File: src/rtl/arb_pkg.sv
// Shared definitions for mem_port_arbiter: the FSM state encoding and default bus widths.
package arb_pkg;

  localparam int DEF_ADDR_W = 32;
  localparam int DEF_DATA_W = 32;

  typedef enum logic [1:0] {
    IDLE     = 2'd0,
    MEM_BUSY = 2'd1,
    IF_BUSY  = 2'd2,
    DONE     = 2'd3
  } arb_state_e;

endpackage

File: src/rtl/mem_port_arbiter.sv
// Shares one single-ported memory backend between the IF and MEM pipeline stages.
// Define ARB_STARVE_GUARD_EN to force an IF grant after STARVE_LIMIT back-to-back MEM grants.
module mem_port_arbiter
  import arb_pkg::*;
#(
  parameter int ADDR_W = DEF_ADDR_W,
  parameter int DATA_W = DEF_DATA_W
`ifdef ARB_STARVE_GUARD_EN
  ,
  parameter int STARVE_LIMIT = 4
`endif
) (
  input  logic              clk,
  input  logic              rst,
  input  logic              if_req,
  input  logic [ADDR_W-1:0] if_addr,
  output logic [DATA_W-1:0] if_rdata,
  output logic              if_ready,
  input  logic              mem_rd_en,
  input  logic              mem_wr_en,
  input  logic [ADDR_W-1:0] mem_addr,
  input  logic [DATA_W-1:0] mem_wdata,
  output logic [DATA_W-1:0] mem_rdata,
  output logic              mem_ready,
  output logic              freeze_if,
  output logic              freeze_pipe,
  output logic              sram_req,
  output logic              sram_we,
  output logic [ADDR_W-1:0] sram_addr,
  output logic [DATA_W-1:0] sram_wdata,
  input  logic [DATA_W-1:0] sram_rdata,
  input  logic              sram_ack
);

  arb_state_e        state_q, state_d;
  logic              sram_req_q, sram_req_d;
  logic              sram_we_q, sram_we_d;
  logic [ADDR_W-1:0] sram_addr_q, sram_addr_d;
  logic [DATA_W-1:0] sram_wdata_q, sram_wdata_d;
  logic [DATA_W-1:0] if_rdata_q, if_rdata_d;
  logic [DATA_W-1:0] mem_rdata_q, mem_rdata_d;
  logic              if_ready_q, if_ready_d;
  logic              mem_ready_q, mem_ready_d;

  logic mem_req;
  logic force_if;
  logic grant_mem;
  logic grant_if;

  assign mem_req = mem_rd_en | mem_wr_en;

`ifdef ARB_STARVE_GUARD_EN
  localparam int CNT_W = $clog2(STARVE_LIMIT + 1);

  logic [CNT_W-1:0] starve_cnt_q, starve_cnt_d;

  assign force_if = (starve_cnt_q == CNT_W'(STARVE_LIMIT));

  // Counts MEM grants that overtook a waiting fetch; any IF grant forgives the debt.
  always_comb begin
    starve_cnt_d = starve_cnt_q;
    if (grant_if)
      starve_cnt_d = '0;
    else if (grant_mem && if_req)
      starve_cnt_d = starve_cnt_q + CNT_W'(1);
  end

  always_ff @(posedge clk or posedge rst) begin
    if (rst)
      starve_cnt_q <= '0;
    else
      starve_cnt_q <= starve_cnt_d;
  end
`else
  assign force_if = 1'b0;
`endif

  // MEM normally wins a tie: its stall freezes the whole pipe and it belongs to the older instruction.
  assign grant_mem = (state_q == IDLE) && mem_req && !(force_if && if_req);
  assign grant_if  = (state_q == IDLE) && if_req && !grant_mem;

  always_comb begin
    state_d      = state_q;
    sram_req_d   = sram_req_q;
    sram_we_d    = sram_we_q;
    sram_addr_d  = sram_addr_q;
    sram_wdata_d = sram_wdata_q;
    if_rdata_d   = if_rdata_q;
    mem_rdata_d  = mem_rdata_q;
    if_ready_d   = 1'b0;
    mem_ready_d  = 1'b0;

    case (state_q)
      IDLE: begin
        if (grant_mem) begin
          state_d      = MEM_BUSY;
          sram_req_d   = 1'b1;
          sram_we_d    = mem_wr_en;
          sram_addr_d  = mem_addr;
          sram_wdata_d = mem_wdata;
        end else if (grant_if) begin
          state_d     = IF_BUSY;
          sram_req_d  = 1'b1;
          sram_we_d   = 1'b0;
          sram_addr_d = if_addr;
        end
      end
      MEM_BUSY: begin
        if (sram_ack) begin
          state_d     = DONE;
          sram_req_d  = 1'b0;
          mem_ready_d = 1'b1;
          if (!sram_we_q)
            mem_rdata_d = sram_rdata;
        end
      end
      IF_BUSY: begin
        if (sram_ack) begin
          state_d    = DONE;
          sram_req_d = 1'b0;
          if_ready_d = 1'b1;
          if_rdata_d = sram_rdata;
        end
      end
      // Requests are deliberately not sampled here so a stale request is never re-served.
      DONE:    state_d = IDLE;
      default: state_d = IDLE;
    endcase
  end

  always_ff @(posedge clk or posedge rst) begin
    if (rst) begin
      state_q      <= IDLE;
      sram_req_q   <= 1'b0;
      sram_we_q    <= 1'b0;
      sram_addr_q  <= '0;
      sram_wdata_q <= '0;
      if_rdata_q   <= '0;
      mem_rdata_q  <= '0;
      if_ready_q   <= 1'b0;
      mem_ready_q  <= 1'b0;
    end else begin
      state_q      <= state_d;
      sram_req_q   <= sram_req_d;
      sram_we_q    <= sram_we_d;
      sram_addr_q  <= sram_addr_d;
      sram_wdata_q <= sram_wdata_d;
      if_rdata_q   <= if_rdata_d;
      mem_rdata_q  <= mem_rdata_d;
      if_ready_q   <= if_ready_d;
      mem_ready_q  <= mem_ready_d;
    end
  end

  assign sram_req    = sram_req_q;
  assign sram_we     = sram_we_q;
  assign sram_addr   = sram_addr_q;
  assign sram_wdata  = sram_wdata_q;
  assign if_rdata    = if_rdata_q;
  assign mem_rdata   = mem_rdata_q;
  assign if_ready    = if_ready_q;
  assign mem_ready   = mem_ready_q;
  assign freeze_if   = if_req & ~if_ready_q;
  assign freeze_pipe = mem_req & ~mem_ready_q;

endmodule

File: config.mk
export PLATFORM = sky130hd
export DESIGN_NAME = mem_port_arbiter
export DESIGN_NICKNAME = d
export VERILOG_FILES = /design/src/rtl/arb_pkg.sv /design/src/rtl/mem_port_arbiter.sv
export SDC_FILE = /design/constraint.sdc
export NUM_CORES = 1
export LEC_CHECK = 0
export ABC_AREA = 1
export CORE_MARGIN = 3
export CORE_UTILIZATION = 44
export CTS_CLUSTER_DIAMETER = 50
export DETAILED_ROUTE_END_ITERATION = 7
export PLACE_DENSITY = 0.85
export SLEW_MARGIN = 20
export SYNTH_ARGS = -nofsm -noshare
export SYNTH_HDL_FRONTEND = slang
export SYNTH_SLANG_ARGS = --single-unit
File: constraint.sdc
create_clock -name clk -period 12.1 [get_ports clk]
set_input_delay 1.21 -clock clk [delete_from_list [all_inputs] [get_ports clk]]
set_output_delay 1.21 -clock clk [all_outputs]
set_load 0.1 [all_outputs]
# After elaboration in Yosys (flattened, before gate mapping)
# Index checks and enable logic that the tools add are counted.
[word_totals]
output_inout_bits = 134
mem_count = 0
latch_bits = 0
mem_bits_rw = 0
inputBits = 134
regBits = 134
rom_bits = 0
[op_classes]
addsub = 0
order_cmp = 0
eq_ne = 5
n_div = 0
bitwise = 6
n_mux = 15
reduce_logical = 14
shift = 0
n_mul = 0
[op_table]
columns = ["op", "count"]
rows = [
  ["two-way mux 32 bit", 2],
  ["two-way mux 1 bit", 8],
  ["AND reduction 2 bit", 4],
  ["two-way mux 2 bit", 3],
  ["one-hot mux 2 bit (3 select lines)", 1],
  ["AND reduction 3 bit", 2],
  ["== test 2 bit (second input constant)", 2],
  ["nonzero test 2 bit", 2],
  ["logical AND 1 bit", 3],
  ["inequality test 3 bit (second input constant)", 1],
  ["NOT 1 bit", 3],
  ["AND 1 bit", 2],
  ["== test 2 x 1 -> 1 bit (second input constant)", 1],
  ["logical NOT 2 bit", 1],
  ["inequality test 2 x 1 -> 1 bit (second input constant)", 1],
  ["one-hot mux 1 bit (2 select lines)", 1],
  ["OR reduction 2 bit", 1],
  ["logical NOT 1 bit", 1],
  ["bitwise OR 1 bit", 1],
]

# Logic depth before layout (Yosys ltp)
[logic_depth]
ltp_word = 7
depth_mapped = 8

# Least setup slack after synthesis
# Ideal clock, no wire load.
[synth_timing]
path_kind = "input to output"
startpoint = "input port mem_wr_en"
endpoint = "output port freeze_pipe"
cell_stages = 3
setup_slack_ns = 8.229
path_buffers = 1
arrival_time_ns = 2.661
path_cell_list = "nor2_4 -> buf_2 -> nor2_1"
[synth_between]
elab_chain_cells = 2
[synth_lines]
columns = ["item", "line_no", "text"]
rows = [
  ["from (decl)", "mem_port_arbiter.sv:20", "input logic mem_wr_en,"],
  ["bitwise OR 1 bit", "mem_port_arbiter.sv:50", "assign mem_req = mem_rd_en | mem_wr_en;"],
  ["AND 1 bit", "mem_port_arbiter.sv:164", "assign freeze_pipe = mem_req & ~mem_ready_q;"],
  ["to (decl)", "mem_port_arbiter.sv:26", "output logic freeze_pipe,"],
]
# Every way passes these cells.

# Worst setup path in the final report
# Ends and elaborated chain as after synthesis.

==> results.ini <==
[routing]
vias = 5306
vias_per_cell = 4.815
firstDrtPassIters = 4
wl_um = 17570
antenna_left = 0
drc_errors = 0
drt_iter0_drc = 296
wl_per_cell_um = 15.94

[global_routing]
grt_use_met3_pct = 11.78
grt_pass1_vias = 5306
grt_busiest_layer = met2
grt_overflow = 0
grt_pass1_wl_um = 27450
antenna_found_initial = 0
grt_max_degree = 77
gr-usage-met1_pct = 28.23
use_met2_pct = 38.95
track_usage_pct = 24.67

[logic_synthesis]
synthFlopType = dfrtp_1
syn_inst = 664
synth-edff-count = 0
yosys.area.top_type_share_pct = 59.21
synth_commonest_cells = nand2_1, dfrtp_1, inv_1
yosysSeqAreaShare_pct = 59.21
ys_types = 17
synth.cell_area_sq_um = 5663
avgSynthCellArea_sq_um = 8.529
ys_ff_latch = 134
synthTopCellsByArea = dfrtp_1, nand2_1, o21ai_0
synth-async-reset-ratio_pct = 100.0
yosys_warnings = 0
yosysMostFrequentCell = nand2_1
synth_fp_nets = 802
yosys.area.top_type = dfrtp_1

[placement]
dp_hpwl_um = 12400
place_congestion = 0.8092
dpl.cell_count = 1070
port-buffer-count = 267

[setup_path]
r2r_start = state_q[0]$_DFFE_PP0P_
crit_arrival_ns = 3.42
reg2reg_depth = 8
worstPathCellList = clkdlybuf4s50_1, nor2_4, buf_4, nor2_1, clkdlybuf4s50_1
cp.buffers_inverters = 3
r2r_end = sram_addr[13]$_DFFE_PP0P_
cp_slowest_cell = clkdlybuf4s50_1
worstSetupPathType = input pin to output port
crit_family = buffers and inverters
worstPathRequired_ns = 10.89
cp-start-kind = input pin
crit_top_cell = clkdlybuf4s50_1
endpoint = freeze_pipe
critPathMaxFanout = 35
reg2reg_slack_ns = 9.07
crit_path_end_kind = output port
critPathLaunch = mem_wr_en
path_depth = 5
critPathMaxStageDelay_ns = 1.14

[timing]
worstMarginPinSlew_ns = 1.060
slew_headroom_pct = 29.09
slew_viol_final = 0
fin_crit_sh_pct = 38.27
setup_tns_ns = 0
fin_crit_ns = 4.631
rsz0062_at_grt = false
setup_violations = 0
finalHoldViolations = 0
fin_skew_ns = 0.004240
fmax_mhz = 216.0

[floorplanning]
fp.dieArea_sq_um = 14270
fp.dieW_um = 119.4
pin_count = 268
core_area_sq_um = 12310
start_util_pct = 46.00
die_h_um = 119.4
rows = 40

[clocking]
cts.path.max_buffers = 2
clk_latency_ns = 0.41
cts_max_level = 4
ctsHoldBuffers = 0
cts_resized = 0
clock_sinks = 134
clk_pin_slew_ns = 0.06
cts_tree = built
cts_buffers = 17
post-cts-setup-buffers = 0
root_buffer = clkbuf_16

[finish]
n_antenna_cell = 0
area_delta_synth_final_pct = 60.08
layout.cells.non_filler = 1102
drive_above_1_share_pct = 4.497
nets = 1059
fin_util_pct = 73.63

[worst_hold_path]
hp-class = register to register

[status]
status = finished clean

[flow_run]
maxCapViolCount = 0

[through the flow]
| step | worst slack, ns | cell area, sq um | hold slack (ns) |
|---|---|---|---|
| 2_1_floorplan | 7.307 | 5663 | 0.4744 |
| 5_1_grt | 7.416 | 9065 | 0.4965 |
| 3_3_place_gp | 7.513 | 8401 | 0.4607 |
| 3_5_place_dp | 7.485 | 8401 | 0.4647 |
| 4_1_cts | 7.475 | 9065 | 0.4803 |
| 6_report | 7.469 | 9065 | 0.4784 |
[flip-flops by register name (all words and copies together) (netlist names)]
name	flops
if_rdata	32
if_ready	1
mem_rdata	32
mem_ready	1
sram_addr	32
sram_req	1
sram_wdata	32
sram_we	1
state_q	2
[kinds of logic (layout without fill, tap and decap cells)]
group | after synthesis | after routing | synth area share, %
DFF | 134 | 134 | 59.21
adders and majority gates | 4 | 4 | 0.8838
AOI/OAI and AO/OA | 66 | 66 | 6.054
buffers and inverters | 112 | 382 | 8.352
and+or+nand+nor | 348 | 348 | 25.50
[worst min-delay path by stage]
| stage | startpoint | end | slack (ns) | depth (start not counted) |
|---|---|---|---|---|
| final | sram_wdata[19]$_DFFE_PP0P_ | sram_wdata[19]$_DFFE_PP0P_ | 0.48 | 2 |
| after global placement | sram_wdata[18]$_DFFE_PP0P_ | sram_wdata[18]$_DFFE_PP0P_ | 0.46 | 2 |
| after detailed placement | sram_wdata[15]$_DFFE_PP0P_ | sram_wdata[15]$_DFFE_PP0P_ | 0.46 | 2 |
| after floorplan | state_q[1]$_DFFE_PP0P_ | state_q[1]$_DFFE_PP0P_ | 0.47 | 2 |
| after global routing | sram_wdata[4]$_DFFE_PP0P_ | sram_wdata[4]$_DFFE_PP0P_ | 0.50 | 2 |
| after CTS | sram_wdata[15]$_DFFE_PP0P_ | sram_wdata[15]$_DFFE_PP0P_ | 0.48 | 2 |
[worst register-to-register path, cell delays in order, from the launching register on]
cell and delay (ns):
dfrtp_1 0.37, inv_1 0.09, ha_1 0.32, o21ai_4 0.09, buf_4 0.58, nand2_2 0.61
inv_2 0.64, nand2_1 0.14, nand2_1 0.12
[cell type report]
class	instances	area, sq um
Sequential cell	134	3353
Fill cell	898	3247
Timing Repair Buffer	270	2695
Multi-Input combinational cell	418	1839
Clock buffer	20	466.7
Inverter	80	302.8
Tap cell	168	210.2
Clock inverter	12	197.7
[cell usage in the layout, fill, tap and decap left out, drive strengths merged, types with 2 or more instances in the layout]
| cell type | Yosys | final |
|---|---|---|
| clkinv | 0 | 4 |
| clkdlybuf4s50 | 0 | 267 |
| dfrtp | 134 | 134 |
| nand2 | 277 | 277 |
| o21ai | 65 | 65 |
| nand3 | 4 | 4 |
| nand3b | 32 | 32 |
| clkinvlp | 0 | 2 |
| inv | 80 | 81 |
| buf | 23 | 3 |
| nor2 | 35 | 35 |
| ha | 4 | 4 |
| clkbuf | 9 | 20 |
| bufinv | 0 | 5 |
[routing by layer]
layer | wire length, um | vias to the layer above
met5 | 0 | -
met3 | 2065 | 43
met2 | 8147 | 238
met4 | 591 | 0
li1 | - | 2525
met1 | 6759 | 2500
Power is not shown: default switching activity piles up to over one toggle a cycle in this logic, so the estimate is an artifact.
